[src/rtl/ram_port_arbiter.sv]
// ram_port_arbiter: shares one synchronous RAM port between the CPU and the program loader
module ram_port_arbiter #(
  parameter int ADDR_W   = 4,
  parameter int DATA_W   = 8,
  parameter int MAX_WAIT = 3
) (
  input  logic              clk_i,
  input  logic              reset_i,
  input  logic              cpu_req_i,
  input  logic              cpu_we_i,
  input  logic [ADDR_W-1:0] cpu_addr_i,
  input  logic [DATA_W-1:0] cpu_wdata_i,
  input  logic              cpu_lock_i,
  input  logic              ldr_mode_i,
  input  logic              ldr_req_i,
  input  logic              ldr_we_i,
  input  logic [ADDR_W-1:0] ldr_addr_i,
  input  logic [DATA_W-1:0] ldr_wdata_i,
  output logic              cpu_gnt_o,
  output logic              ldr_gnt_o,
  output logic              cpu_rvalid_o,
  output logic              ldr_rvalid_o,
  output logic [DATA_W-1:0] rdata_o,
  output logic              cpu_hold_o,
  output logic              ram_en_o,
  output logic              ram_we_o,
  output logic [ADDR_W-1:0] ram_addr_o,
  output logic [DATA_W-1:0] ram_wdata_o,
  input  logic [DATA_W-1:0] ram_rdata_i
);
  localparam int WW = $clog2(MAX_WAIT + 1);
  localparam logic [WW-1:0] MAXW = WW'(MAX_WAIT);
  typedef enum logic [1:0] {IDLE, CPU, LDR} owner_t;
  owner_t owner_q, owner_d;
  logic [WW-1:0] wait_cnt_q, wait_cnt_d;
  logic cpu_gnt_q, cpu_gnt_d, ldr_gnt_q, ldr_gnt_d;
  logic cpu_rv_q, cpu_rv_d, ldr_rv_q, ldr_rv_d;
  logic cpu_hold_q, cpu_hold_d, ram_en_q, ram_en_d, ram_we_q, ram_we_d;
  logic [ADDR_W-1:0] ram_addr_q, ram_addr_d;
  logic [DATA_W-1:0] ram_wdata_q, ram_wdata_d;
  logic cpu_elig, ldr_elig, locked;
  // a requester granted this cycle is still holding req as its acknowledge, so it sits out one edge
  assign cpu_elig = cpu_req_i && !cpu_gnt_q && !cpu_hold_q;
  assign ldr_elig = ldr_req_i && !ldr_gnt_q;
  assign locked   = owner_q == CPU && cpu_lock_i;
  always_comb begin
    cpu_gnt_d   = locked ? cpu_elig : cpu_elig && (wait_cnt_q == MAXW || !ldr_elig);
    ldr_gnt_d   = !locked && ldr_elig && !cpu_gnt_d;
    owner_d     = (locked || cpu_gnt_d) ? CPU : ldr_gnt_d ? LDR : IDLE;
    wait_cnt_d  = cpu_hold_q ? wait_cnt_q :
                  (cpu_gnt_d || !cpu_req_i) ? '0 :
                  (cpu_elig && wait_cnt_q != MAXW) ? wait_cnt_q + WW'(1) : wait_cnt_q;
    cpu_hold_d  = !ldr_mode_i ? 1'b0 : !locked ? 1'b1 : cpu_hold_q;
    ram_en_d    = cpu_gnt_d || ldr_gnt_d;
    ram_we_d    = cpu_gnt_d ? cpu_we_i : ldr_gnt_d && ldr_we_i;
    ram_addr_d  = cpu_gnt_d ? cpu_addr_i : ldr_gnt_d ? ldr_addr_i : '0;
    ram_wdata_d = cpu_gnt_d ? cpu_wdata_i : ldr_gnt_d ? ldr_wdata_i : '0;
    cpu_rv_d    = cpu_gnt_q && !ram_we_q;
    ldr_rv_d    = ldr_gnt_q && !ram_we_q;
  end
  always_ff @(posedge clk_i or posedge reset_i) begin
    if (reset_i) begin
      owner_q     <= IDLE;
      wait_cnt_q  <= '0;
      cpu_gnt_q   <= 1'b0;
      ldr_gnt_q   <= 1'b0;
      cpu_rv_q    <= 1'b0;
      ldr_rv_q    <= 1'b0;
      cpu_hold_q  <= 1'b0;
      ram_en_q    <= 1'b0;
      ram_we_q    <= 1'b0;
      ram_addr_q  <= '0;
      ram_wdata_q <= '0;
    end else begin
      owner_q     <= owner_d;
      wait_cnt_q  <= wait_cnt_d;
      cpu_gnt_q   <= cpu_gnt_d;
      ldr_gnt_q   <= ldr_gnt_d;
      cpu_rv_q    <= cpu_rv_d;
      ldr_rv_q    <= ldr_rv_d;
      cpu_hold_q  <= cpu_hold_d;
      ram_en_q    <= ram_en_d;
      ram_we_q    <= ram_we_d;
      ram_addr_q  <= ram_addr_d;
      ram_wdata_q <= ram_wdata_d;
    end
  end
  assign cpu_gnt_o    = cpu_gnt_q;
  assign ldr_gnt_o    = ldr_gnt_q;
  assign cpu_rvalid_o = cpu_rv_q;
  assign ldr_rvalid_o = ldr_rv_q;
  assign cpu_hold_o   = cpu_hold_q;
  assign ram_en_o     = ram_en_q;
  assign ram_we_o     = ram_we_q;
  assign ram_addr_o   = ram_addr_q;
  assign ram_wdata_o  = ram_wdata_q;
  // gated so rdata reads 0 whenever no read is being returned, including during reset
  assign rdata_o      = (cpu_rv_q || ldr_rv_q) ? ram_rdata_i : '0;
endmodule

[config.mk]
export PLATFORM = sky130hd
export DESIGN_NAME = ram_port_arbiter
export DESIGN_NICKNAME = d
export VERILOG_FILES = /design/src/rtl/ram_port_arbiter.sv
export SDC_FILE = /design/constraint.sdc
export NUM_CORES = 1
export LEC_CHECK = 0
export CAP_MARGIN = 10
export CORE_UTILIZATION = 30
export DETAILED_ROUTE_END_ITERATION = 6
export GPL_TIMING_DRIVEN = 0
export PLACE_DENSITY = 0.68
export SLEW_MARGIN = 20
export SYNTH_ARGS = -nofsm -noshare
export SYNTH_HDL_FRONTEND = slang
export SYNTH_SLANG_ARGS = --single-unit
[constraint.sdc]
create_clock -name clk_i -period 1.76 [get_ports clk_i]
set_input_delay 0.352 -clock clk_i [delete_from_list [all_inputs] [get_ports clk_i]]
set_output_delay 0.352 -clock clk_i [all_outputs]
set_load 0.02 [all_outputs]
==> impl_metrics.csv <==
group,metric,value,unit
power_and_ir_drop,power.density_cell_area,721,nW/um2
cells_and_area,layout.cell_area.non_filler,1680,um2
critical_path,critical_path.cell_chain,"clkdlybuf4s50_1",
synth,synth_area_leaders,"sky130_fd_sc_hd__dfrtp_1, sky130_fd_sc_hd__a22o_1, sky130_fd_sc_hd__nor2b_1, sky130_fd_sc_hd__a21oi_4, sky130_fd_sc_hd__nor3_4",
grt,grt_max_degree,24,
floorplanning,initial_core_util,33.0,%
placed_design,routabilityCongestion,0.725,
clock_tree,total_clock_buffers_created_by_cts,3,
synth,ys_seq_elements,23,
critical_path,worstSetupStartpointType,"register",
power_and_ir_drop,clockPowerShare,19.6,%
critical_path,rrSetupSlack,0.17,ns
synth,syn-instance-count,70,
power_and_ir_drop,power.share.switching,28.3,%
floorplanning,fp.dieW,58.0,um
floorplanning,design.portCount,67,
floorplanning,placement_rows,19,
drt,drc,7,
power_and_ir_drop,share_comb_of_total_power,31.0,%
cells_and_area,area_delta_synth_final,78.1,%
synth,synth_warnings,0,
power_and_ir_drop,power.sequential.fraction,49.5,%
clock_tree,clockRootBuffer,"sky130_fd_sc_hd__clkbuf_4",
power_and_ir_drop,p_leak,0.808,nW
timing,finalHoldViolCount,0,
synth,yosys.cell_types.count,23,
drt,route.vias.total,833,
floorplanning,fp.dieH,58.0,um
grt,grt-ovfl-total,0,
power_and_ir_drop,power.total,0.00121,W
flow_run,max_cap_viol_count,0,
synth,synthDominantAreaCellType,"sky130_fd_sc_hd__dfrtp_1",
power_and_ir_drop,p_sw,0.000342,W
critical_path,cp_slowest_stage_delay,0.62,ns
cells_and_area,final.fill_count,252,
cells_and_area,num_antenna_cells,0,
synth,seq_area_frac_synth,61.2,%
grt,global_route.usage.total,15.2,%
synth,synth_area_per_cell,13.4,um2
critical_path,required,1.41,ns
timing,setup_total_negative_slack,0,ns
grt,first_global_vias,882,
drt,vias_per_cell,4.87,
run_status,outcome,"complete, but fails checks",
clock_tree,tritoncts,"done",
clock_tree,holdBufCountCts,0,
timing,worstMarginPinSlew,0.843,ns
cells_and_area,drive_gt1_share,8.57,%
floorplanning,dieArea,3360,um2
hold_path,worst_hold_path_type,"register to register",
critical_path,path_buf_inv,1,
timing,timing.final.max_slew_violations,0,
critical_path,critPathTopFamily,"buffers and inverters",
timing,fin_worst_hold_slack,0.460,ns
timing,rsz0062_at_grt,"false",
timing,setup_viol,0,
grt,wire_length_of_the_first_global_routing_pass,3850,um
critical_path,critPathMaxFanout,2,
clock_tree,cts-root-to-sink-buffers,2,
placed_design,place.port_buffers,66,
run_status,failed_checks,"design-rule violations",
clock_tree,clock-sinks,23,
placed_design,place_hpwl,1890,um
synth,syn_area,941,um2
placed_design,placedInstanceArea,1640,um2
critical_path,path_class,"register to output port",
drt,avgRoutedWirePerCell,13.7,um
timing,fin_crit_sh,96.1,%
drt,drt_iter0_markers,19,
timing,layout_min_cycle_time,1.69,ns
cells_and_area,nNetsFinal,182,
timing,slew_headroom,43.7,%
clock_tree,postCtsSetupRepairBufs,0,
clock_tree,cts-htree-levels,1,
drt,drtAntennaViolNets,0,
synth,post-synth-top-area-fraction,61.2,%
power_and_ir_drop,peakVddDrop,421,uV
critical_path,crit_arrival,1.34,ns
critical_path,critPathSlowestCell,"sky130_fd_sc_hd__clkdlybuf4s50_1",
synth,synth_fp_nets,111,
clock_tree,clk-insertion-delay-late,0.31,ns
critical_path,worstSetupEndpointType,"output port",
timing,clock-skew-final,0.0104,ns
clock_tree,clk_pin_slew_worst_paths,0.13,ns
drt,final_routed_wirelength_across_all_metal_layers,2340,um
grt,antenna_found_initial,0,
timing,fmax,591,MHz
power_and_ir_drop,power_report.internal_total,0.000865,W
drt,drt_pre_antenna_iters,5,
floorplanning,core-area,2850,um2
kinds of logic after synthesis:
kind of cell             Yosys count  synth area share (%)
adder cells (fa/ha/maj)            1                  1.33
flip-flops                        23                  61.2
buffers and inverters              4                  2.53
AND/OR/NAND/NOR                   22                  16.8
AO/OA/AOI/OAI                     20                  18.2
cells in the mapped netlist:
cell type	instances
sky130_fd_sc_hd__a21o_2	1
sky130_fd_sc_hd__a21oi_4	1
sky130_fd_sc_hd__a22o_1	13
sky130_fd_sc_hd__and3b_1	1
sky130_fd_sc_hd__and4bb_1	1
sky130_fd_sc_hd__buf_2	1
sky130_fd_sc_hd__buf_6	1
sky130_fd_sc_hd__dfrtp_1	23
sky130_fd_sc_hd__ha_1	1
sky130_fd_sc_hd__inv_1	2
sky130_fd_sc_hd__nand2_1	3
sky130_fd_sc_hd__nand2b_1	1
sky130_fd_sc_hd__nand3b_1	1
sky130_fd_sc_hd__nor2_1	1
sky130_fd_sc_hd__nor2b_1	10
sky130_fd_sc_hd__nor3_1	1
sky130_fd_sc_hd__nor3_4	1
sky130_fd_sc_hd__nor3b_2	1
sky130_fd_sc_hd__o21a_1	1
sky130_fd_sc_hd__o21ai_0	1
sky130_fd_sc_hd__o21ai_1	1
sky130_fd_sc_hd__o31ai_1	2
sky130_fd_sc_hd__or3b_4	1
power groups by stage:
stage | clock network [W] | registers [W] | logic [W]
2_1_floorplan | 0 | 0.000654 | 0.000119
3_3_place_gp | 0 | 0.000604 | 0.000384
3_5_place_dp | 0 | 0.000606 | 0.000389
4_1_cts | 0.000252 | 0.000599 | 0.000381
5_1_grt | 0.000266 | 0.000605 | 0.000401
6_report | 0.000236 | 0.000597 | 0.000374
layout make-up:
| class | instances | area [um2] | area share [%] |
|---|---|---|---|
| Inverter | 2 | 7.51 | 0.448 |
| Buffer | 2 | 16.3 | 0.971 |
| Sequential cell | 23 | 576 | 34.4 |
| Clock inverter | 1 | 5.00 | 0.299 |
| Tap cell | 31 | 38.8 | 2.32 |
| Multi-Input combinational cell | 43 | 349 | 20.8 |
| Timing Repair Buffer | 66 | 661 | 39.4 |
| Clock buffer | 3 | 22.5 | 1.34 |
worst paths after layout:
check                              start              to  depth (start not counted)
max                         ldr_rvalid_o    ldr_rvalid_o                          1
min                             ram_we_o    ldr_rvalid_o                          1
max reg2reg                wait_cnt_q[0]  ram_wdata_o[4]                          5
min reg2reg                     ram_we_o    ldr_rvalid_o                          1
max in group asynchronous        reset_i       ldr_gnt_o                          2
min in group asynchronous        reset_i  ram_wdata_o[7]                          2
flip-flops by register name, summed over array words and instances (netlist names):
| name | cells |
|---|---|
| ram_addr_o | 4 |
| owner_q | 2 |
| ldr_gnt_o | 1 |
| ram_wdata_o | 8 |
| cpu_hold_o | 1 |
| cpu_gnt_o | 1 |
| ram_we_o | 1 |
| ldr_rvalid_o | 1 |
| wait_cnt_q | 2 |
| ram_en_o | 1 |
| cpu_rvalid_o | 1 |
metal layers:
metal	GRT usage, %	up-vias	wire [um]
met3	6.70	0	331
met1	13.1	393	740
met4	5.10	0	0
li1	-	390	-
met5	0	-	0
met2	30.4	50	1270
per-stage QoR:
step                      worst slack, ns  cells  utilization, %
after floorplan                     0.300     70               -
after global placement             -0.133    167            57.5
after detailed placement           -0.153    167            57.5
after CTS                          0.0198    171            58.4
after global routing               0.0222    171            58.7
final                              0.0685    171            58.7
repair_timing:
action,4_1_cts,5_1_grt
pin swaps,0,0
endpoints found under the setup margin,8,4
resized for setup,10,4
hold endpoints to repair,0,0
cloned,0,0
layout by cell type, fill, tap and decap left out:
| master | instances |
|---|---|
| sky130_fd_sc_hd__o21ai_0 | 1 |
| sky130_fd_sc_hd__dlygate4sd2_1 | 8 |
| sky130_fd_sc_hd__a21o_2 | 1 |
| sky130_fd_sc_hd__nor3b_2 | 1 |
| sky130_fd_sc_hd__and3b_1 | 1 |
| sky130_fd_sc_hd__a21oi_4 | 1 |
| sky130_fd_sc_hd__nor3_4 | 1 |
| sky130_fd_sc_hd__nand3b_1 | 1 |
| sky130_fd_sc_hd__nor2_4 | 1 |
| sky130_fd_sc_hd__o31ai_1 | 2 |
| sky130_fd_sc_hd__clkdlybuf4s50_1 | 54 |
| sky130_fd_sc_hd__buf_6 | 1 |
| sky130_fd_sc_hd__inv_1 | 2 |
| sky130_fd_sc_hd__clkinv_2 | 1 |
| sky130_fd_sc_hd__nand2b_1 | 1 |
| sky130_fd_sc_hd__a22o_1 | 13 |
| sky130_fd_sc_hd__dfrtp_1 | 23 |
| sky130_fd_sc_hd__nor3_1 | 1 |
| sky130_fd_sc_hd__nor2b_1 | 10 |
| sky130_fd_sc_hd__ha_1 | 1 |
| sky130_fd_sc_hd__o21a_1 | 1 |
| sky130_fd_sc_hd__buf_2 | 1 |
| sky130_fd_sc_hd__o21ai_1 | 1 |
| sky130_fd_sc_hd__nand2_1 | 3 |
| sky130_fd_sc_hd__clkbuf_4 | 3 |
| sky130_fd_sc_hd__and4bb_1 | 1 |
| sky130_fd_sc_hd__dlymetal6s2s_1 | 4 |
| sky130_fd_sc_hd__or3b_4 | 1 |
Note: power is estimated with default switching activity, not from simulation.
